## config.mk

```make
export PLATFORM = sky130hd
export DESIGN_NAME = noc_traffic_endpoint_flat
export DESIGN_NICKNAME = d
export VERILOG_FILES = /design/src/rtl/noc_traffic_pkg.sv /design/src/rtl/noc_traffic_endpoint_if.sv /design/src/rtl/noc_traffic_outreg.sv /design/src/rtl/noc_traffic_endpoint.sv /design/src/flat_wrapper.sv
export SDC_FILE = /design/constraint.sdc
export NUM_CORES = 1
export LEC_CHECK = 0
export BUFFER_PORTS_ARGS = -buffer_cell sky130_fd_sc_hd__buf_2
export CAP_MARGIN = 20
export CORE_MARGIN = 1.5
export CORE_UTILIZATION = 40
export DETAILED_ROUTE_END_ITERATION = 10
export GPL_TIMING_DRIVEN = 0
export HOLD_SLACK_MARGIN = 0.12
export PLACE_DENSITY = 0.7
export SLEW_MARGIN = 20
export SYNTH_ARGS = -nofsm -noshare
export SYNTH_HDL_FRONTEND = slang
export SYNTH_SLANG_ARGS = --single-unit
```

## constraint.sdc

```tcl
create_clock -name clk -period 2.7 [get_ports clk]
set_input_delay 0.135 -clock clk [delete_from_list [all_inputs] [get_ports clk]]
set_output_delay 0.135 -clock clk [all_outputs]
set_load 0.02 [all_outputs]
```

## src/rtl/noc_traffic_pkg.sv

```systemverilog
// Shared types and flit field layout for the NoC traffic endpoint.
// Flit layout, MSB first: {head, tail, dest, src, payload}.
package noc_traffic_pkg;

   typedef enum logic {IDLE, SEND} state_e;
   typedef enum logic {SINK, BYPASS} mode_e;

   function automatic int dest_w(input int nodes);
      return (nodes > 1) ? $clog2(nodes) : 1;
   endfunction

   function automatic int flit_w(input int dw, input int pw);
      return 2 + 2 * dw + pw;
   endfunction

   function automatic int head_bit(input int dw, input int pw);
      return flit_w(dw, pw) - 1;
   endfunction

   function automatic int tail_bit(input int dw, input int pw);
      return flit_w(dw, pw) - 2;
   endfunction

   function automatic int dest_lsb(input int dw, input int pw);
      return pw + dw;
   endfunction

   function automatic int src_lsb(input int pw);
      return pw;
   endfunction

endpackage

```

## src/rtl/noc_traffic_endpoint_if.sv

```systemverilog
// Valid/ready flit channel between the endpoint and its router port.
interface noc_traffic_endpoint_if #(parameter int FLIT_W = 22);
   logic              valid;
   logic              ready;
   logic [FLIT_W-1:0] bits;

   modport master (output valid, output bits, input ready);
   modport slave  (input valid, input bits, output ready);
endinterface

```

## src/rtl/noc_traffic_outreg.sv

```systemverilog
// One-entry valid/ready output register shared by generator and loopback.
module noc_traffic_outreg #(parameter int W = 22) (
   input  logic         clk,
   input  logic         reset,
   input  logic         load_i,
   input  logic [W-1:0] load_data_i,
   input  logic         ready_i,
   output logic         valid_o,
   output logic [W-1:0] data_o,
   output logic         empty_o,
   output logic         can_load_o
);
   logic         valid_q;
   logic [W-1:0] data_q;

   always_ff @(posedge clk) begin
      if (reset) begin
         valid_q <= 1'b0;
         data_q  <= '0;
      end else if (load_i) begin
         valid_q <= 1'b1;
         data_q  <= load_data_i;
      end else if (valid_q && ready_i) begin
         valid_q <= 1'b0;
      end
   end

   assign valid_o    = valid_q;
   assign data_o     = data_q;
   assign empty_o    = !valid_q;
   assign can_load_o = !valid_q || ready_i;
endmodule

```

## src/rtl/noc_traffic_endpoint.sv

```systemverilog
// Per-node NoC traffic generator / sink / loopback endpoint.
// Optional payload-sequence checker enabled by defining TRAFFIC_CHECK_EN.
module noc_traffic_endpoint import noc_traffic_pkg::*; #(
   parameter int NUM_NODES  = 3,
   parameter int MY_ID      = 0,
   parameter int DEST_SLOTS = 3,
   parameter int PKT_LEN    = 1,
   parameter int PAYLOAD_W  = 16,
   parameter int COUNT_W    = 32,
   localparam int DEST_W    = dest_w(NUM_NODES),
   localparam int FLIT_W    = flit_w(DEST_W, PAYLOAD_W)
) (
   input  logic                         clk,
   input  logic                         reset,
   input  logic                         io_config_valid,
   output logic                         io_config_ready,
   input  logic                         io_config_bits_sequence,
   input  logic [DEST_SLOTS*DEST_W-1:0] io_config_bits_destination,
   input  logic [COUNT_W-1:0]           io_config_bits_count,
   input  logic                         io_bypass,
   noc_traffic_endpoint_if.master       io_out,
   noc_traffic_endpoint_if.slave        io_in,
   output logic [COUNT_W-1:0]           io_count,
   output logic [COUNT_W-1:0]           io_sent,
   output logic [FLIT_W-1:0]            io_dump,
   output logic                         io_busy,
   output logic                         io_error
);
   localparam int HB    = head_bit(DEST_W, PAYLOAD_W);
   localparam int TB    = tail_bit(DEST_W, PAYLOAD_W);
   localparam int DL    = dest_lsb(DEST_W, PAYLOAD_W);
   localparam int SL    = src_lsb(PAYLOAD_W);
   localparam int PTR_W = (DEST_SLOTS > 1) ? $clog2(DEST_SLOTS) : 1;
   localparam int POS_W = (PKT_LEN > 1) ? $clog2(PKT_LEN) : 1;

   state_e                       state_q;
   mode_e                        mode_q, mode_d;
   logic                         seq_mode_q;
   logic [DEST_SLOTS*DEST_W-1:0] slots_q;
   logic [COUNT_W-1:0]           cnt_q, iss_q, sent_q, count_q;
   logic [PAYLOAD_W-1:0]         seqn_q;
   logic [PTR_W-1:0]             ptr_q;
   logic [POS_W-1:0]             pos_q;
   logic [FLIT_W-1:0]            dump_q;

   logic              can_load, out_empty, out_valid;
   logic [FLIT_W-1:0] out_data, load_flit, gen_flit, byp_flit;
   logic              pending, sw, gen_head, gen_tail, gen_load;
   logic              in_ready, in_hs, byp_load, out_hs;

   always_comb begin
      pending  = io_bypass != (mode_q == BYPASS);
      sw       = pending && out_empty && (pos_q == '0);
      mode_d   = sw ? (io_bypass ? BYPASS : SINK) : mode_q;
      gen_head = pos_q == '0;
      gen_tail = (pos_q == POS_W'(PKT_LEN - 1)) ||
                 ((iss_q + COUNT_W'(1)) == cnt_q);
      // A pending mode switch holds off the next packet head so it can land.
      gen_load = (state_q == SEND) && (mode_q == SINK) && can_load &&
                 (iss_q < cnt_q) && !(pending && gen_head);
      in_ready = (mode_q == SINK) || (can_load && !pending);
      in_hs    = io_in.valid && in_ready;
      byp_load = (mode_q == BYPASS) && in_hs;
      out_hs   = out_valid && io_out.ready;
      gen_flit = {gen_head, gen_tail, slots_q[ptr_q*DEST_W +: DEST_W],
                  DEST_W'(MY_ID), seqn_q};
      byp_flit = {io_in.bits[HB], io_in.bits[TB], io_in.bits[SL +: DEST_W],
                  DEST_W'(MY_ID), io_in.bits[PAYLOAD_W-1:0]};
      load_flit = byp_load ? byp_flit : gen_flit;
   end

   noc_traffic_outreg #(.W(FLIT_W)) u_outreg (
      .clk         (clk),
      .reset       (reset),
      .load_i      (gen_load || byp_load),
      .load_data_i (load_flit),
      .ready_i     (io_out.ready),
      .valid_o     (out_valid),
      .data_o      (out_data),
      .empty_o     (out_empty),
      .can_load_o  (can_load)
   );

   always_ff @(posedge clk) begin
      if (reset) begin
         state_q    <= IDLE;
         mode_q     <= SINK;
         seq_mode_q <= 1'b0;
         slots_q    <= '0;
         cnt_q      <= '0;
         iss_q      <= '0;
         sent_q     <= '0;
         count_q    <= '0;
         seqn_q     <= '0;
         ptr_q      <= '0;
         pos_q      <= '0;
         dump_q     <= '0;
      end else begin
         mode_q <= mode_d;
         if ((mode_q == SINK) && in_hs) begin
            count_q <= count_q + COUNT_W'(1);
            dump_q  <= io_in.bits;
         end
         unique case (state_q)
            IDLE: begin
               if (io_config_valid) begin
                  seq_mode_q <= io_config_bits_sequence;
                  slots_q    <= io_config_bits_destination;
                  cnt_q      <= io_config_bits_count;
                  iss_q      <= '0;
                  sent_q     <= '0;
                  seqn_q     <= '0;
                  ptr_q      <= '0;
                  pos_q      <= '0;
                  if (io_config_bits_count != '0) state_q <= SEND;
               end
            end
            SEND: begin
               if (gen_load) begin
                  iss_q  <= iss_q + COUNT_W'(1);
                  seqn_q <= seqn_q + PAYLOAD_W'(1);
                  pos_q  <= gen_tail ? '0 : pos_q + POS_W'(1);
                  if (gen_tail && seq_mode_q)
                     ptr_q <= (ptr_q == PTR_W'(DEST_SLOTS - 1)) ?
                              '0 : ptr_q + PTR_W'(1);
               end
               if (out_hs && (mode_q == SINK)) begin
                  sent_q <= sent_q + COUNT_W'(1);
                  if ((sent_q + COUNT_W'(1)) == cnt_q) state_q <= IDLE;
               end
            end
            default: state_q <= IDLE;
         endcase
      end
   end

   assign io_config_ready = !reset && (state_q == IDLE);
   assign io_out.valid    = out_valid;
   assign io_out.bits     = out_data;
   assign io_in.ready     = in_ready;
   assign io_count        = count_q;
   assign io_sent         = sent_q;
   assign io_dump         = dump_q;
   assign io_busy         = state_q == SEND;

`ifdef TRAFFIC_CHECK_EN
   logic [PAYLOAD_W-1:0] exp_q [NUM_NODES];
   logic                 err_q;
   logic [DEST_W-1:0]    in_src;
   logic [PAYLOAD_W-1:0] in_pay;
   logic                 chk;

   assign in_src = io_in.bits[SL +: DEST_W];
   assign in_pay = io_in.bits[PAYLOAD_W-1:0];
   // Pure tail flits of multi-flit packets are not sequence-checked.
   assign chk = (mode_q == SINK) && in_hs &&
                (io_in.bits[HB] || !io_in.bits[TB]) &&
                (int'(in_src) < NUM_NODES);

   always_ff @(posedge clk) begin
      if (reset) begin
         for (int i = 0; i < NUM_NODES; i++) exp_q[i] <= '0;
         err_q <= 1'b0;
      end else if (chk) begin
         if (in_pay != exp_q[in_src]) err_q <= 1'b1;
         exp_q[in_src] <= in_pay + PAYLOAD_W'(1);
      end
   end

   assign io_error = err_q;
`else
   assign io_error = 1'b0;
`endif
endmodule

```

## src/flat_wrapper.sv

```systemverilog
// flat-port wrapper written by rule: the top's interface ports become plain ports
module noc_traffic_endpoint_flat import noc_traffic_pkg::*;
#(
   parameter int NUM_NODES  = 3,
   parameter int MY_ID      = 0,
   parameter int DEST_SLOTS = 3,
   parameter int PKT_LEN    = 1,
   parameter int PAYLOAD_W  = 16,
   parameter int COUNT_W    = 32,
   localparam int DEST_W    = dest_w(NUM_NODES),
   localparam int FLIT_W    = flit_w(DEST_W, PAYLOAD_W)
)
  (clk, reset, io_config_valid, io_config_ready, io_config_bits_sequence, io_config_bits_destination, io_config_bits_count, io_bypass, io_count, io_sent, io_dump, io_busy, io_error, io_out_valid, io_out_bits, io_out_ready, io_in_valid, io_in_bits, io_in_ready);
  noc_traffic_endpoint_if #(.FLIT_W((22))) io_out_i ();
  noc_traffic_endpoint_if #(.FLIT_W((22))) io_in_i ();
  input  logic clk;
  input  logic reset;
  input  logic io_config_valid;
  output logic io_config_ready;
  input  logic io_config_bits_sequence;
  input  logic [DEST_SLOTS*DEST_W-1:0] io_config_bits_destination;
  input  logic [COUNT_W-1:0] io_config_bits_count;
  input  logic io_bypass;
  output logic [COUNT_W-1:0] io_count;
  output logic [COUNT_W-1:0] io_sent;
  output logic [FLIT_W-1:0] io_dump;
  output logic io_busy;
  output logic io_error;
  output wire logic [$bits(io_out_i.valid)-1:0] io_out_valid;
  output wire logic [$bits(io_out_i.bits)-1:0] io_out_bits;
  input wire logic [$bits(io_out_i.ready)-1:0] io_out_ready;
  input wire logic [$bits(io_in_i.valid)-1:0] io_in_valid;
  input wire logic [$bits(io_in_i.bits)-1:0] io_in_bits;
  output wire logic [$bits(io_in_i.ready)-1:0] io_in_ready;
  assign io_out_valid = io_out_i.valid;
  assign io_out_bits = io_out_i.bits;
  assign io_out_i.ready = io_out_ready;
  assign io_in_i.valid = io_in_valid;
  assign io_in_i.bits = io_in_bits;
  assign io_in_ready = io_in_i.ready;
  noc_traffic_endpoint #(.NUM_NODES(NUM_NODES), .MY_ID(MY_ID), .DEST_SLOTS(DEST_SLOTS), .PKT_LEN(PKT_LEN), .PAYLOAD_W(PAYLOAD_W), .COUNT_W(COUNT_W)) u_core (.clk(clk), .reset(reset), .io_config_valid(io_config_valid), .io_config_ready(io_config_ready), .io_config_bits_sequence(io_config_bits_sequence), .io_config_bits_destination(io_config_bits_destination), .io_config_bits_count(io_config_bits_count), .io_bypass(io_bypass), .io_out(io_out_i), .io_in(io_in_i), .io_count(io_count), .io_sent(io_sent), .io_dump(io_dump), .io_busy(io_busy), .io_error(io_error));
endmodule
```

### Word-level counts from Yosys, hierarchy flattened

Cells that the tools add are included.

* output and inout bits: 113
* word-level logic and storage cells: 88
* register bits after elaboration: 201
* input bits: 67

* reduce and logical (&&, ||, !) cells: 29
* bitwise gates (word level): 3
* shifts and indexed selects: 1
* $add $sub $neg: 6
* order comparisons: 1
* eq/ne operators: 8
* multiplexer cells: 26

Operators by type and width (number)
* 32-bit case mux with 2 select lines: 2
* 32-bit by 1-bit adder with 32-bit output, second input constant: 3
* 32-bit two-way mux: 3
* 32-bit == test: 2
* 32-bit < comparator: 1
* 16-bit two-way mux: 2
* 16-bit case mux with 2 select lines: 1
* 32-bit nonzero test: 1
* 22-bit two-way mux: 1
* 16-bit by 1-bit adder with 16-bit output, second input constant: 1
* 1-bit logical AND: 15
* 1-bit two-way mux: 10
* 2-bit two-way mux: 4
* 2-bit inequality test, second input constant: 4
* 2-bit AND reduction: 3
* 6-bit by 4-bit indexed part select with 2-bit output: 1
* 1-bit zero test: 4
* 1-bit logical OR: 4
* 1-bit case mux with 2 select lines: 2
* 2-bit case mux with 2 select lines: 1
* 1-bit inverter: 3
* 3-bit AND reduction: 1
* 2-bit by 1-bit adder with 2-bit output, second input constant: 1
* 2-bit == test, second input constant: 1
* 3 further kinds: 3

### Depth between registers and ports, before layout

* depth in word-level cells: 8
* depth in mapped cells: 12
* gate-level depth less buffers: 10

### Modules after synthesis

Synthesis repeated with hierarchy kept, for this count alone.

* cell total of the unflattened synthesis: 1495
* area, all modules: 11559.8 um2

Modules (own cells, without submodules)
* noc_traffic_endpoint: times used 1, area an instance 10717.8 um2, cells an instance 1419, sequential area each 3563.4 um2
* noc_traffic_outreg: times used 1, area an instance 842.1 um2, cells an instance 76, sequential area each 460.4 um2

### Worst setup path before layout

Ideal clock, no wire load.

* path kind: register to register
* start point: register u_core.cnt_q[2]
* end point: register u_core.iss_q[23]
* cell stages (with the launch flop): 13
* setup slack: -111 ps
* data arrival time: 2736 ps
* data required time: 2626 ps
* cell sequence: dfxtp_1 clkbuf_1 inv_1 ha_1 o211ai_1 a21o_1 a2111oi_0 o211ai_1 a21oi_1 clkbuf_1 buf_2 nand2_1 a31oi_1

* cells in the longest elaborated chain, start to end: 5

Ends and longest elaborated chain
* start, declared: RTL line noc_traffic_endpoint.sv:40 `logic [COUNT_W-1:0] cnt_q, iss_q, sent_q, count_q;`
* start signal, assigned: RTL line noc_traffic_endpoint.sv:109 `cnt_q <= io_config_bits_count;`
* 32-bit < comparator: RTL line noc_traffic_endpoint.sv:60 `(iss_q < cnt_q) && !(pending && gen_head);`
* 1-bit logical AND: RTL line noc_traffic_endpoint.sv:59 `gen_load = (state_q == SEND) && (mode_q == SINK) && can_load &&`
* 1-bit logical AND: RTL line noc_traffic_endpoint.sv:60
* 2-bit inequality test (no source line)
* 2-bit AND reduction (no source line)
* end signal, assigned: RTL line noc_traffic_endpoint.sv:120 `iss_q <= iss_q + COUNT_W'(1);`
* end, declared: RTL line noc_traffic_endpoint.sv:40

No other way between the ends.
A chain may end at the register's enable or synchronous reset.

### Worst setup path after layout

* start point: register u_core.iss_q[1]
* end point: register u_core.ptr_q[0]

* cells in the longest elaborated chain, start to end: 6
* elaborated cells on any way between the ends: 10

Ends and longest elaborated chain
* 32-bit by 1-bit adder with 32-bit output: RTL line noc_traffic_endpoint.sv:57 `((iss_q + COUNT_W'(1)) == cnt_q);`
* 32-bit == test: RTL line noc_traffic_endpoint.sv:57
* 1-bit logical OR: RTL line noc_traffic_endpoint.sv:56 `gen_tail = (pos_q == POS_W'(PKT_LEN - 1)) ||`
* 1-bit logical AND: RTL line noc_traffic_endpoint.sv:123 `if (gen_tail && seq_mode_q)`
* 2-bit inequality test (no source line)
* 3-bit AND reduction (no source line) *
* end signal, assigned: RTL line noc_traffic_endpoint.sv:124 `ptr_q <= (ptr_q == PTR_W'(DEST_SLOTS - 1)) ?`
* end, declared: RTL line noc_traffic_endpoint.sv:42 `logic [PTR_W-1:0] ptr_q;`

Every way passes the cells marked *; elsewhere a longest branch is shown, timed or not.

==> results by group <==
Floorplanning
  – DIE AREA: between 20,000 and 30,000 µm²
  – Core ar.: 28,000 µm²
  – Die W: between 150 and 200 µm
  – Starting Density: 41.1%
  – Top Ports: 180
  – Std-Cell Rows: 61
  – Die Height: 173 µm

Yosys
  – Synth warn: 0
  – Synth Area in Compound Gates: 16.1%
  – Post-synth ARST share: 0%
  – Cells after synthesis: 1,545
  – Yosys top cell area share: about 35%
  – Main combinational cell family by area after synthesis: simple AND/OR/NAND/NOR gates
  – Synth top area cells: dfxtp_1 (35%), a21oi_1 (7.1%), nand2_1 (7.0%)
  – #FFs+latches synth: 199
  – Mux contribution to synthesized area: 0.914%
  – Simple-Gate Fraction of Synth Area: 30.8%
  – Synthesized cell area: 11,500 µm²
  – Register area share after synthesis: 34.6%
  – Synth Area in Adders: under 10%
  – Synth area leader: dfxtp_1
  – Number of synthesized flops with an enable pin: 0
  – Post-synthesis average cell area: between 7 and 8 µm²
  – Unique cell type count in the Yosys netlist: 62
  – Post-Synth XOR/XNOR Area: 8.68%
  – Top_reg_cell synth: dfxtp_1

Global route
  – First-pass GRT wire length: 66,600 µm
  – Final global-route overflow total: 0
  – Tot GR Track Use: 27.8%
  – Initial antenna violation count: 0
  – Largest net degree at the start of global routing: 25
  – Vias in the first global route: 12.4k

Finish
  – Commonest non-fill, non-tap cell in the layout: nand2_1
  – Area of the multi-input gates: 7590 µm²
  – Layout area overhead: 36.0%
  – Fillcell total: 2,575
  – Most frequent cells in the layout: nand2_1 (211), buf_2 (177), dfxtp_1 (153), a21oi_1 (150), nor2_1 (146)
  – # diodes: 0
  – Register area: 4110 µm²
  – Final nets: 1,972
  – Layout cell share with drive strength beyond 1: 25.0%

Timing
  – Final hold violations: 0
  – Final slew viol count: 0
  – Setup_tns: -0.316 ns
  – Min Tclk post-route: 2.79 ns
  – Achievable Freq: roughly 0.36 GHz
  – Rel. slew slack: 42.6%
  – Crit share post-route: 103%
  – RSZ-0062 raised after global routing: true
  – Final Setup Violations: 8
  – Hold_ws: around 0.21 ns
  – Worst setup margin: -0.0936 ns
  – Worst-margin pin slew: 0.860 ns
  – Clk_skew: 0.0235 ns

CTS
  – CTS buffer count: 17
  – Clk_lat worst skew: 0.46 ns
  – Worst-path clk slew: 0.09 ns
  – Clock Sinks: 199
  – CTS tree: done
  – Clock root buffer: clkbuf_16
  – Clock Path Buffers: 2
  – CTS H-tree lvls: 4

Run status
  – Status: complete, but fails checks
  – Failing checks: setup timing

Pwr
  – Power density cells: 452 nW/µm²
  – Worst vdd ir: 0.000407 V
  – Static Leak: approximately 6.3 nW

Worst setup path
  – Worst R2R Path Depth: 10
  – Crit. End Element: flip-flop
  – Startpoint Class: flip-flop
  – R2r startpoint: u_core.iss_q[1]
  – Critical Path Sink: u_core.ptr_q[0]
  – Critical Path AT: ~3.1 ns
  – Worst Setup SP: u_core.iss_q[1]
  – CP Max Fanout: 8
  – Worst R2R End: u_core.ptr_q[0]
  – Setup CP Type: reg -> reg
  – CP required: 3.04 ns
  – R2R Setup Slk: -0.09 ns

Route
  – Average via count per standard cell: 5.80
  – DRT Wirelength: about 43,000 µm
  – First DRT Iteration DRCs: around 1.4k
  – Drt pass-1 iters: 6
  – DRC: 0
  – Drt wl/cell: 19.2 µm
  – Final ANT Viol Nets: 0
  – Vias: 13.1k

Placed design
  – RePlAce Congestion: 0.974
  – Hpwl dp: 30,000 µm
  – I/O Buffers: 175

Job
  – Max-Cap Viols: 0

Hold path
  – Worst Hold Class: in -> reg
  – Hold depth: 3
power by group:
group / internal (mW) / switching (mW)
sequential: 3.01 / 0.0848
clock: 1.32 / 1.54
combinational: 0.461 / 0.663
total: 4.79 / 2.29
critical path, cell delays in order (launching register included):
cell and delay [ns]:
dfxtp_4 0.39, buf_4 0.15, ha_4 0.19, and3_4 0.23
nand2_4 0.09, or4_1 0.53, a211oi_2 0.23, nand4b_1 0.20
nor4_4 0.38, a22oi_2 0.13, mux2i_1 0.15
worst min-delay path by stage:
| stage | start | to | slack [ns] |
|---|---|---|---|
| 2_1_floorplan | io_config_bits_destination[0] | u_core.slots_q[0] | 0.27 |
| 3_3_place_gp | io_in_bits[19] | u_core.io_dump[19] | 0.38 |
| 3_5_place_dp | io_in_bits[18] | u_core.io_dump[18] | 0.38 |
| 4_1_cts | reset | u_core.ptr_q[0] | 0.20 |
| 5_1_grt | reset | u_core.ptr_q[0] | 0.26 |
| 6_report | reset | u_core.ptr_q[0] | 0.21 |
metrics by stage:
stage	cell area (µm²)	setup slack [ns]	power [mW]	utilization (%)	std cells
2_1_floorplan	11500	0.0278	3.67	-	1547
3_3_place_gp	12900	-1.02	3.99	45.9	2100
3_5_place_dp	12900	-1.09	4.01	45.9	2100
4_1_cts	15100	-0.0425	6.98	54.0	2231
5_1_grt	15700	-0.175	7.30	55.9	2260
6_report	15700	-0.0936	7.08	55.9	2260
Yosys cell counts, types with 4 or more instances:
cell type / count
nand2_1: 216
nor2_1: 152
xor2_1: 48
and4_1: 17
o31ai_1: 6
a211oi_1: 6
nor4_1: 38
mux2i_1: 6
nand3_1: 62
o21ai_0: 81
mux2_2: 4
nand2b_1: 5
or3_1: 39
a2111oi_0: 7
nand4_1: 34
nand3b_1: 19
dfxtp_1: 199
or4_1: 10
xnor2_1: 66
clkbuf_1: 85
a21oi_1: 164
nor2b_1: 5
inv_1: 44
ha_1: 36
o211ai_1: 8
a31oi_1: 19
or2_2: 5
nand4b_1: 6
and3_1: 34
a21o_1: 10
and2_1: 12
buf_2: 9
nor3_1: 49
per-layer routing:
layer  wire [µm]  up-vias  track usage [%]
met5           0        -                0
met4        1630        0             11.4
met3        4300      131             5.96
met2       19200      737             44.7
met1       18200     6155             36.1
li1            -     6095                -
cell type report:
cell class	instances	share of cell area (%)
clock buffer	17	2.72
clock inverter	15	1.41
tap	378	3.02
buffer	93	3.52
sequential	199	26.2
inverter	44	1.06
multi-input combinational	1203	48.5
timing repair buffer	311	13.5
registers in the layout, indices dropped and copies added (netlist names):
register,count
u_core.cnt_q,32
u_core.io_count,32
u_core.io_sent,32
u_core.iss_q,32
u_core.io_dump,22
u_core.u_outreg.data_o,20
u_core.seqn_q,16
u_core.slots_q,6
u_core.ptr_q,2
u_core.io_busy,1
u_core.mode_q,1
u_core.pos_q,1
u_core.seq_mode_q,1
u_core.u_outreg.valid_o,1
timing repair:
action                                 in CTS  in global routing
setup endpoints to repair                  82                 82
pin swaps                                  31                 44
resized for setup                         184                106
gates cloned                                1                  2
hold buffers                               67                  0
buffers inserted                           39                 28
endpoints found under the hold margin      83                  0
logic make-up after synthesis:
| family | count (synthesis) |
|---|---|
| AO/OA/AOI/OAI | 326 |
| XOR/XNOR | 114 |
| flip-flops | 199 |
| multiplexers | 10 |
| adder cells (fa/ha/maj) | 36 |
| buffers and inverters | 145 |
| other | 1 |
| AND/OR/NAND/NOR | 714 |
No activity file was read; power rests on OpenSTA's default activity.
